File: src/rtl/card_dealer.sv
// Draw/hand-tracking stage for the card game FSM: draws ranks from an LFSR and keeps saturating high/low hand totals.
// Optional macro CARD_DEALER_DECK_TRACK_EN tracks a 52-card deck so each rank is dealt at most 4 times per shuffle.
module card_dealer #(
  parameter logic [15:0] LFSR_SEED = 16'hACE1,
  parameter int          SAT_MAX   = 31
) (
  input  logic       clk,
  input  logic       reset,
  input  logic [1:0] userSelect,
  input  logic       clearHands,
  input  logic       overrideEn,
  input  logic [3:0] overrideRank,
  output logic [4:0] p1_high,
  output logic [4:0] p1_low,
  output logic [4:0] p2_high,
  output logic [4:0] p2_low,
  output logic [4:0] d_high,
  output logic [4:0] d_low,
  output logic       cardsUpdated,
  output logic [3:0] lastRank,
  output logic [1:0] lastTarget
);

  typedef enum logic [1:0] {IDLE, SAMPLE, UPDATE, DONE} state_t;

  localparam logic [5:0] SAT = 6'(SAT_MAX);

  state_t      state;
  logic [15:0] lfsr;
  logic [1:0]  target;
  logic [3:0]  rank_q;
  logic [4:0]  low_q  [3];
  logic [4:0]  high_q [3];
  logic        ace_q  [3];

  logic [3:0] sample_rank;
  logic       rank_legal;
  logic       rank_avail;
  logic [1:0] hidx;
  logic [3:0] points;
  logic [5:0] low_sum;
  logic [4:0] new_low;
  logic       new_ace;
  logic [5:0] high_sum;
  logic [4:0] new_high;

  assign sample_rank = overrideEn ? overrideRank : lfsr[3:0];
  assign rank_legal  = (sample_rank >= 4'd1) && (sample_rank <= 4'd13);

`ifdef CARD_DEALER_DECK_TRACK_EN
  logic [2:0] deck_cnt [16];
  logic [5:0] deck_total;
  // A forced rank is dealt even when its count is exhausted; the decrement then saturates.
  assign rank_avail = overrideEn || (deck_cnt[sample_rank] != 3'd0);
`else
  assign rank_avail = 1'b1;
`endif

  // Totals for the latched hand after adding the card held in rank_q; only one ace ever counts as 11.
  assign hidx     = target - 2'd1;
  assign points   = (rank_q > 4'd10) ? 4'd10 : rank_q;
  assign low_sum  = {1'b0, low_q[hidx]} + {2'b00, points};
  assign new_low  = (low_sum > SAT) ? SAT[4:0] : low_sum[4:0];
  assign new_ace  = ace_q[hidx] | (rank_q == 4'd1);
  assign high_sum = {1'b0, new_low} + 6'd10;
  assign new_high = !new_ace ? new_low : ((high_sum > SAT) ? SAT[4:0] : high_sum[4:0]);

  assign p1_low  = low_q[0];
  assign p1_high = high_q[0];
  assign p2_low  = low_q[1];
  assign p2_high = high_q[1];
  assign d_low   = low_q[2];
  assign d_high  = high_q[2];

  always_ff @(posedge clk) begin
    if (reset) begin
      state        <= IDLE;
      lfsr         <= LFSR_SEED;
      target       <= 2'd0;
      rank_q       <= 4'd0;
      cardsUpdated <= 1'b0;
      lastRank     <= 4'd0;
      lastTarget   <= 2'd0;
      for (int i = 0; i < 3; i++) begin
        low_q[i]  <= 5'd0;
        high_q[i] <= 5'd0;
        ace_q[i]  <= 1'b0;
      end
`ifdef CARD_DEALER_DECK_TRACK_EN
      deck_total <= 6'd52;
      for (int i = 0; i < 16; i++) deck_cnt[i] <= (i >= 1 && i <= 13) ? 3'd4 : 3'd0;
`endif
    end else begin
      lfsr         <= {lfsr[14:0], lfsr[15] ^ lfsr[13] ^ lfsr[12] ^ lfsr[10]};
      cardsUpdated <= 1'b0;
      if (clearHands) begin
        state      <= IDLE;
        lastRank   <= 4'd0;
        lastTarget <= 2'd0;
        for (int i = 0; i < 3; i++) begin
          low_q[i]  <= 5'd0;
          high_q[i] <= 5'd0;
          ace_q[i]  <= 1'b0;
        end
`ifdef CARD_DEALER_DECK_TRACK_EN
        deck_total <= 6'd52;
        for (int i = 0; i < 16; i++) deck_cnt[i] <= (i >= 1 && i <= 13) ? 3'd4 : 3'd0;
`endif
      end else begin
        case (state)
          IDLE: begin
            if (userSelect != 2'd0) begin
              target <= userSelect;
              state  <= SAMPLE;
            end
          end
          SAMPLE: begin
            if (rank_legal && rank_avail) begin
              rank_q <= sample_rank;
              state  <= UPDATE;
            end
          end
          UPDATE: begin
            low_q[hidx]  <= new_low;
            high_q[hidx] <= new_high;
            ace_q[hidx]  <= new_ace;
            lastRank     <= rank_q;
            lastTarget   <= target;
            cardsUpdated <= 1'b1;
            state        <= DONE;
`ifdef CARD_DEALER_DECK_TRACK_EN
            if (deck_cnt[rank_q] != 3'd0) begin
              if (deck_total == 6'd1) begin
                deck_total <= 6'd52;
                for (int i = 0; i < 16; i++) deck_cnt[i] <= (i >= 1 && i <= 13) ? 3'd4 : 3'd0;
              end else begin
                deck_total       <= deck_total - 6'd1;
                deck_cnt[rank_q] <= deck_cnt[rank_q] - 3'd1;
              end
            end
`endif
          end
          // Hold off re-arming until the FSM drops its late userSelect.
          DONE: begin
            if (userSelect == 2'd0) state <= IDLE;
          end
          default: state <= IDLE;
        endcase
      end
    end
  end

endmodule

File: config.mk
export PLATFORM = sky130hd
export DESIGN_NAME = card_dealer
export DESIGN_NICKNAME = d
export VERILOG_FILES = /design/src/rtl/card_dealer.sv
export SDC_FILE = /design/constraint.sdc
export NUM_CORES = 1
export LEC_CHECK = 0
export ABC_AREA = 1
export CORE_ASPECT_RATIO = 1.2
export CORE_UTILIZATION = 58
export CTS_CLUSTER_DIAMETER = 40
export DETAILED_ROUTE_END_ITERATION = 7
export PLACE_DENSITY = 0.95
export SYNTH_ARGS = -nofsm -noshare
export SYNTH_HDL_FRONTEND = slang
export SYNTH_SLANG_ARGS = --single-unit
export TNS_END_PERCENT = 100
File: constraint.sdc
create_clock -name clk -period 9.5 [get_ports clk]
set_clock_uncertainty 0.15 [all_clocks]
set_input_delay 0.95 -clock clk [delete_from_list [all_inputs] [get_ports clk]]
set_output_delay 0.95 -clock clk [all_outputs]
set_load 0.02 [all_outputs]
# == Word-level counts from Yosys, hierarchy flattened ==
# Memories as Yosys holds them, arrays and structs flattened.
# Index checks and enable logic that the tools add are counted.
# op_classes
n_addsub,3
magnitude_cmp,5
eq_ne,7
n_mux,36
bitwise,14
n_reduce_logical,11
# ops
op,n
$mux 5,11
$mux 1,16
$gt 6x5->1 const B,2
$mux 2,6
$or 1x1->1,10
$reduce_or 5->1,2
$reduce_and 3->1,3
$mux 4,2
$pmux 2 s4,1
$add 5x4->6,1
$add 5x4->6 const B,1
$ne 2x2->1 const B,3
$eq 2x2->1 const B,2
$eq 4x1->1 const B,1
$ge 4x1->1 const B,1
$gt 4x4->1 const B,1
$le 4x4->1 const B,1
$logic_not 2->1,2
$xor 1x1->1,3
$eq 2x1->1 const B,1
$reduce_bool 2->1,1
$reduce_or 2->1,1
$sub 2x1->2 const B,1
$logic_and 1x1->1,1
other kinds (2),2
# totals
ff_bits,31
ram_bits,33
input_bits,10
out_inout_bits,37
word_cells,86
memories,3
# memory_table
name,depth,width,rd,rd_clocked_by_memory_dff,wr,line_no,text
high_q,3,5,3,0,3,33,logic [4:0] high_q [3];
low_q,3,5,4,0,3,32,logic [4:0] low_q [3];
ace_q,3,1,1,0,3,34,logic ace_q [3];

# == Logic depth before layout (Yosys ltp) ==
# Gate-level depths: netlist of the first run.
# logic_depth
ltp_word,10
depth_mapped,21
mapped_depth_nobuf,20

# == Worst setup path before layout of the first run ==
# Ideal clock, no wire load.
# synth_timing
path_type,flip-flop to flip-flop
startpoint,register target[0]
endpoint,memory high_q[0][4] (data pin)
setup_time_ps,257
arrival_ps,2930
required_time_ps,9093
path_slack_ps,6164
stages_incl_launch_ff,19
path_buffers,1
synth_period_minus_slack_ps,3336
path_cell_list,dfxtp_1 > inv_2 > buf_2 > ha_1 > inv_2 > o21ai_0 > o22ai_1 > ha_1 > inv_1 > fa_1 > xor2_1 > nand2_2 > ha_1 > inv_1 > nand3_2 > nor2_1 > nand2_1 > nand2_1 > nor2_1
# synth_rtl
item,line_no,text
start: declaration,30,logic [1:0] target;
start signal: assignment,113,target <= userSelect;
end: declaration,33,

==> metrics.md, run 1 <==
| Metric | Value |
|---|---|
| Run status | finished clean |
| Mapped Cells | 334 |
| Worst min path class | register to register |
| Crit path launch | target[0] |
| RSZ-0062 raised after global routing | false |
| Req. time, crit path | approximately 9.4 ns |
| Slew @ Worst Pin | between 0.7 and 0.8 ns |
| Slew headroom | a little under half |
| Post-cts sizing count | 0 |
| Die span in y | ~83 um |
| Synthesis-stage register bit count | 70 |
| Switching share of power | between 30% and 40% |
| Share of the synthesized area in the top cell type | roughly 37% |
| FF-to-FF Start | target[0] |
| 1st-pass router iterations | 7 |
| Placed standard-cell area | around 0.0037 sq mm |
| Top Ports | between 40 and 50 |
| DRC | 0 |
| Synthesized cell area | ~0.0032 sq mm |
| H-tree depth | 3 |
| Clk network pwr share | between 20% and 30% |
| Final setup vio count | 0 |
| Cell area after layout | about 0.0038 sq mm |
| Diodes inserted | 0 |
| Postcts setup bufs | 0 |
| Max-cap violation count | 0 |
| Power share of the sequential group | about 49% |
| HP Start | lfsr[11] |
| Layout Nets | 405 |
| First-pass GRT wire length | about 12 mm |
| Storage element area | approximately 0.0018 sq mm |
| Number of CTS-inserted buffers | 9 |
| CORE AREA | between 0.005 and 0.006 sq mm |
| IR drop worst, VDD | approximately 0.16 mV |
| Setup CP Type | register to register |
| Avg Cell Area, Syn | approximately 9.5 sq um |
| DP Wirelength | roughly 5.4 mm |
| Clk slew on worst S/H paths | around 0.070 ns |
| DRT iter0 DRCs | 220 |
| Pwr Density | about 180 mW/mm^2 |
| Final Routed Wirelength | approximately 7.4 mm |
| CTS tree | built |
| Post-DR vias/cell | ~5.5 |
| Chip width | just under 70 um |
| Area growth syn-to-layout | 20.73% |
| Synth warn | 0 |
| Crit path time final | about 4.1 ns |
| ANT nets after route | 0 |
| Routed vias | ~2500 |
| Final Hold Viols | 0 |
| Clock Path Buffers | 2 |
| Clk sinks | 70 |
| Pint | around 0.48 mW |
| Leakage | roughly 1.6 nW |
| Cell Rows | 29 |
| Final Slew Violations | 0 |
| Final Worst Setup Slack | approximately 5.4 ns |
| Hold path cells | 2 |
| Net load switching power | roughly 0.22 mW |
| Largest cells by area after synthesis | edfxtp_1 37%, dfxtp_1 20%, nor2_1 6.3%, nand2_1 5.9%, ha_1 5.1% |
| Final setup TNS | 0 ns |
| Combinational Power Share | about a fifth |
| Post-Place Setup Slack | between 5 and 6 ns |
| Die area | between 0.005 and 0.006 sq mm |
| Clk_lat worst skew | ~0.35 ns |
| Mapped Nets | 358 |
| Maximum number of pins on one net before global-route repair | 24 |
| Distinct cells, synth | 36 |
| Total GRT Usage | 27.02% |
| Top fanout value on the critical path | 16 |
| PortBufs | between 40 and 50 |
| Footprint of the multi-input gates | around 0.0012 sq mm |
| Root cell of the clock tree | clkbuf_8 |
| Initial antenna violation count | 0 |
| Filler cells | 351 |
| Register area share after synthesis | 56.44% |
| Fmax | around 250 MHz |
| WP data arrival | around 4.0 ns |
| Initial core utilization | between 60% and 70% |
| Layout cells sized above 1 | 13.73% |
| Reg2Reg Depth | 17 |
| Nature of the critical path startpoint | register |
| Tot Pwr | between 0.6 and 0.7 mW |
| Final worst path period share | between 40% and 50% |
| CTS Hold Buffers Added | 0 |
| Post-synth top area cell | edfxtp_1 |
| Wire per inst | roughly 16 um |
| CP Capture Type | register |
| Vias in the first global route | between 2000 and 2500 |
| Final GP Congestion | a little under 0.9 |
| Total global routing overflow | 0 |
==> power by group through the flow <==
stage	clock, mW	sequential, mW	combinational [mW]
after floorplan	0	0.354	0.0920
after global placement	0	0.348	0.135
after detailed placement	0	0.349	0.142
after CTS	0.206	0.342	0.143
after global routing	0.220	0.344	0.156
final	0.206	0.343	0.145
==> critical path: stages, from the launching register on <==
cell and delay (ns):
dfxtp_1 0.63, inv_2 0.24, ha_1 0.42, inv_2 0.13, o21ai_0 0.10, o22ai_1 0.18
ha_1 0.20, inv_1 0.06, fa_1 0.45, xor2_1 0.27, nand2_2 0.12, ha_1 0.23
inv_1 0.10, nand3_2 0.12, nor2_1 0.11, nand2_1 0.05, nand2_1 0.15, nor2_1 0.08
==> per-stage QoR <==
| step | hold WS [ns] | util, % | cells |
|---|---|---|---|
| floorplan | 0.2383 | - | 334 |
| global placement | 0.2471 | 69.68 | 432 |
| detailed placement | 0.2460 | 69.68 | 432 |
| CTS | 0.2709 | 72.84 | 448 |
| global route | 0.2846 | 72.84 | 448 |
| finish | 0.2692 | 72.84 | 448 |
==> worst paths after layout <==
check / to / slack (ns)
hold reg to reg: lfsr[12] / 0.27
setup reg to reg: high_q[1][4] / 5.44
hold / removal: lfsr[12] / 0.27
setup / recovery: high_q[1][4] / 5.44
==> cell usage in the layout, fill, tap and decap left out, drive strengths merged, types with 2 or more instances in the layout <==
cell,netlist,layout
a21oi,22,22
nand3,11,11
clkbuf,4,10
nand4,2,2
edfxtp,39,39
nor2,55,55
a211oi,3,3
inv,43,43
nand2,61,61
clkinv,0,4
clkdlybuf4s50,0,46
xor2,3,3
o21ai,21,21
dfxtp,31,31
o22ai,3,3
clkinvlp,0,2
ha,13,13
or2,11,11
==> routing by layer <==
metal / global-route usage, % / routed length, um / vias up
met5: 0 / 0 / -
met4: 18.74 / 370 / 0
met3: 5.704 / 470 / 29
met2: 43.95 / 3652 / 114
met1: 31.70 / 2857 / 1152
li1: - / - / 1175
==> cells in the mapped netlist (all sizes together) <==
cell type / number
nand2b: 1
nor2: 55
fa: 1
or2: 11
o21ai: 21
a32oi: 1
o22ai: 3
ha: 13
a211oi: 3
inv: 43
edfxtp: 39
buf: 6
clkbuf: 4
xnor2: 1
nand2: 61
a21oi: 22
xor2: 3
and3: 1
nand4: 2
o211ai: 1
dfxtp: 31
nand3: 11
==> state kept, by name, summed over array words and instances (netlist names) <==
name and flops:
state 2, lfsr 16, ace_q 4, cardsUpdated 1, lastRank 4, rank_q 4
high_q 15, low_q 20, target 2, lastTarget 2
==> final cells by class <==
cell class                      instances  area share (%)
Tap cell                               62           2.024
Multi-Input combinational cell        211           30.59
Clock inverter                          6           1.012
Sequential cell                        70           46.75
Timing Repair Buffer                   46           12.01
Inverter                               43           4.277
Clock buffer                           10           3.330
==> cells by family (layout without fill, tap and decap cells) <==
group                      count (synthesis)  in the layout  synth area share, %
and+or+nand+nor                          142            142                20.89
buffers and inverters                     53            105                6.622
xor gates and xnor gates                   4              4                1.340
AOI/OAI and AO/OA                         51             51                8.948
DFF                                       70             70                56.44
adders and majority gates                 14             14                5.755
No activity file was read; power rests on OpenSTA's default activity.
==> inputs of run 2 (changes only) <==
CORE_UTILIZATION = 49   (was 58)
PLACE_DENSITY = 0.87   (was 0.95)
clock period = 3.4 ns   (was 9.5 ns; I/O delays follow)
==> metrics.md, run 2 (synthesis results as in run 1) <==
| Metric | Value |
|---|---|
| Nature of the critical path startpoint | register |
| RSZ-0062 raised after global routing | true |
| Largest regs | low_q: 20 flops, lfsr: 16 flops, high_q: 15 flops |
| Vias in the first global route | 2437 |
| Final Slew Violations | 0 |
| First-pass GRT wire length | around 11 mm |
| IR drop worst, VDD | 0.3067 mV |
| Final Routed Wirelength | 6.999 mm |
| Layout Nets | between 400 and 500 |
| Final setup TNS | 0 ns |
| Layout cells sized above 1 | 18.34% |
| Final setup vio count | 0 |
| Slew @ Worst Pin | between 0.6 and 0.7 ns |
| 1st-pass router iterations | 5 |
| Diodes inserted | 0 |
| Pwr Density | 507.4 mW/mm^2 |
| DP Wirelength | 4.938 mm |
| ANT nets after route | 0 |
| PortBufs | 46 |
| Clk_lat worst skew | about 0.36 ns |
| Routed vias | around 2500 |
| Die span in y | 90.17 um |
| Final Hold Viols | 0 |
| Run status | finished clean |
| Number of CTS-inserted buffers | 9 |
| Slew headroom | between 50% and 60% |
| Req. time, crit path | 3.35 ns |
| Cell Rows | 31 |
| CP Capture Type | register |
| Inst Count DP | between 400 and 500 |
| Final worst path period share | 95.11% |
| Top fanout value on the critical path | 14 |
| Fmax | approximately 310 MHz |
| Leakage | around 1.7 nW |
| Clk slew on worst S/H paths | 0.08 ns |
| Commonest cells after routing, fill and taps aside | 53 x nor2_1, 49 x nand2_1, 46 x clkdlybuf4s50_1 |
| H-tree depth | 3 |
| Initial antenna violation count | 0 |
| Root cell of the clock tree | clkbuf_8 |
| Total GRT Usage | 23.04% |
| Chip width | about 75 um |
| Die area | a little under 0.007 sq mm |
| Top reg by flops | low_q |
| Maximum number of pins on one net before global-route repair | 23 |
| Total global routing overflow | 0 |
| CORE AREA | about 0.006 sq mm |
| Setup CP Type | register to register |
| Post-DR vias/cell | approximately 5.3 |
| DRT iter0 DRCs | 154 |
| Wire per inst | between 10 and 15 um |
| Final GP Congestion | approximately 0.94 |
| Clock Path Buffers | 2 |
| WP data arrival | 3.18 ns |
| CTS Hold Buffers Added | 0 |
| Max-cap violation count | 0 |
| Max FFs per register | 20 |
| Final cell count without fillers | 480 |
| Most common cell after layout, fill and taps aside | nor2_1 |
| DRC | 0 |
| Worst min path class | register to register |
| CTS tree | built |
| Top Ports | between 40 and 50 |
| Area growth syn-to-layout | 26.25% |
| Clk sinks | 70 |
| Initial core utilization | between 50% and 60% |
| Crit path time final | 3.234 ns |
==> run 2: area by class of cell <==
class	instances	area (sq um)
Clock buffer	9	123.9
Clock inverter	7	65.06
Fill cell	506	2121
Inverter	43	166.4
Multi-Input combinational cell	211	1205
Sequential cell	70	1794
Tap cell	82	102.6
Timing Repair Buffer	58	550.5
==> run 2: worst paths after layout <==
check | from | endpoint | slack, ns | cells past startpoint
worst max register to register | target[0] | high_q[1][0] | 0.17 | 18
worst min-delay path | lfsr[5] | lfsr[6] | 0.26 | 1
worst min register to register | lfsr[5] | lfsr[6] | 0.26 | 1
worst max-delay path | target[0] | high_q[1][0] | 0.17 | 18
==> run 2: per-stage QoR <==
stage                     setup WS, ns  hold WS [ns]  utilization [%]  total power [mW]  cell area, sq um
final                           0.1664        0.2627            65.39             2.033              4008
after global routing         -0.008980        0.2759            65.39             2.117              4008
after CTS                      0.02578        0.2620            64.54             2.007              3955
after detailed placement   -0.00008504        0.2500            61.21             1.371              3751
after global placement          0.1741        0.2422            61.21             1.355              3751
after floorplan                0.06385        0.2383                -             1.246              3174
==> run 2: timing repair <==
action / 4_1_cts / 5_1_grt
endpoints found under the setup margin: 2 / 15
setup buffers: 0 / 4
pin swaps: 0 / 3
gates resized for setup: 2 / 7
cloned: 0 / 0
==> run 2: worst max-delay path, stage by stage, from the launching register on <==
cell	delay, ns
dfxtp_2	0.34
buf_4	0.18
or2_2	0.33
a32oi_2	0.27
inv_1	0.09
ha_1	0.28
nand3_1	0.11
nand3_1	0.10
nand2_2	0.09
nand2_2	0.09
nand2_8	0.11
nand2_4	0.08
ha_1	0.23
inv_1	0.09
nand3_2	0.11
nand3_4	0.14
nand2_2	0.07
inv_2	0.08
nor2_1	0.04
==> run 2: per-layer routing <==
metal	GRT usage, %	share of wire (%)	vias up
met5	0	0	-
met4	12.50	3.3	0
met3	3.924	6.1	21
met2	38.17	50	108
met1	27.63	40	1210
li1	-	-	1200
==> run 2: power by group <==
group	switching [mW]	internal, mW	leakage [nW]
registers	0.0177	0.934	0.678
clock network	0.314	0.333	0.0964
logic	0.272	0.163	0.933
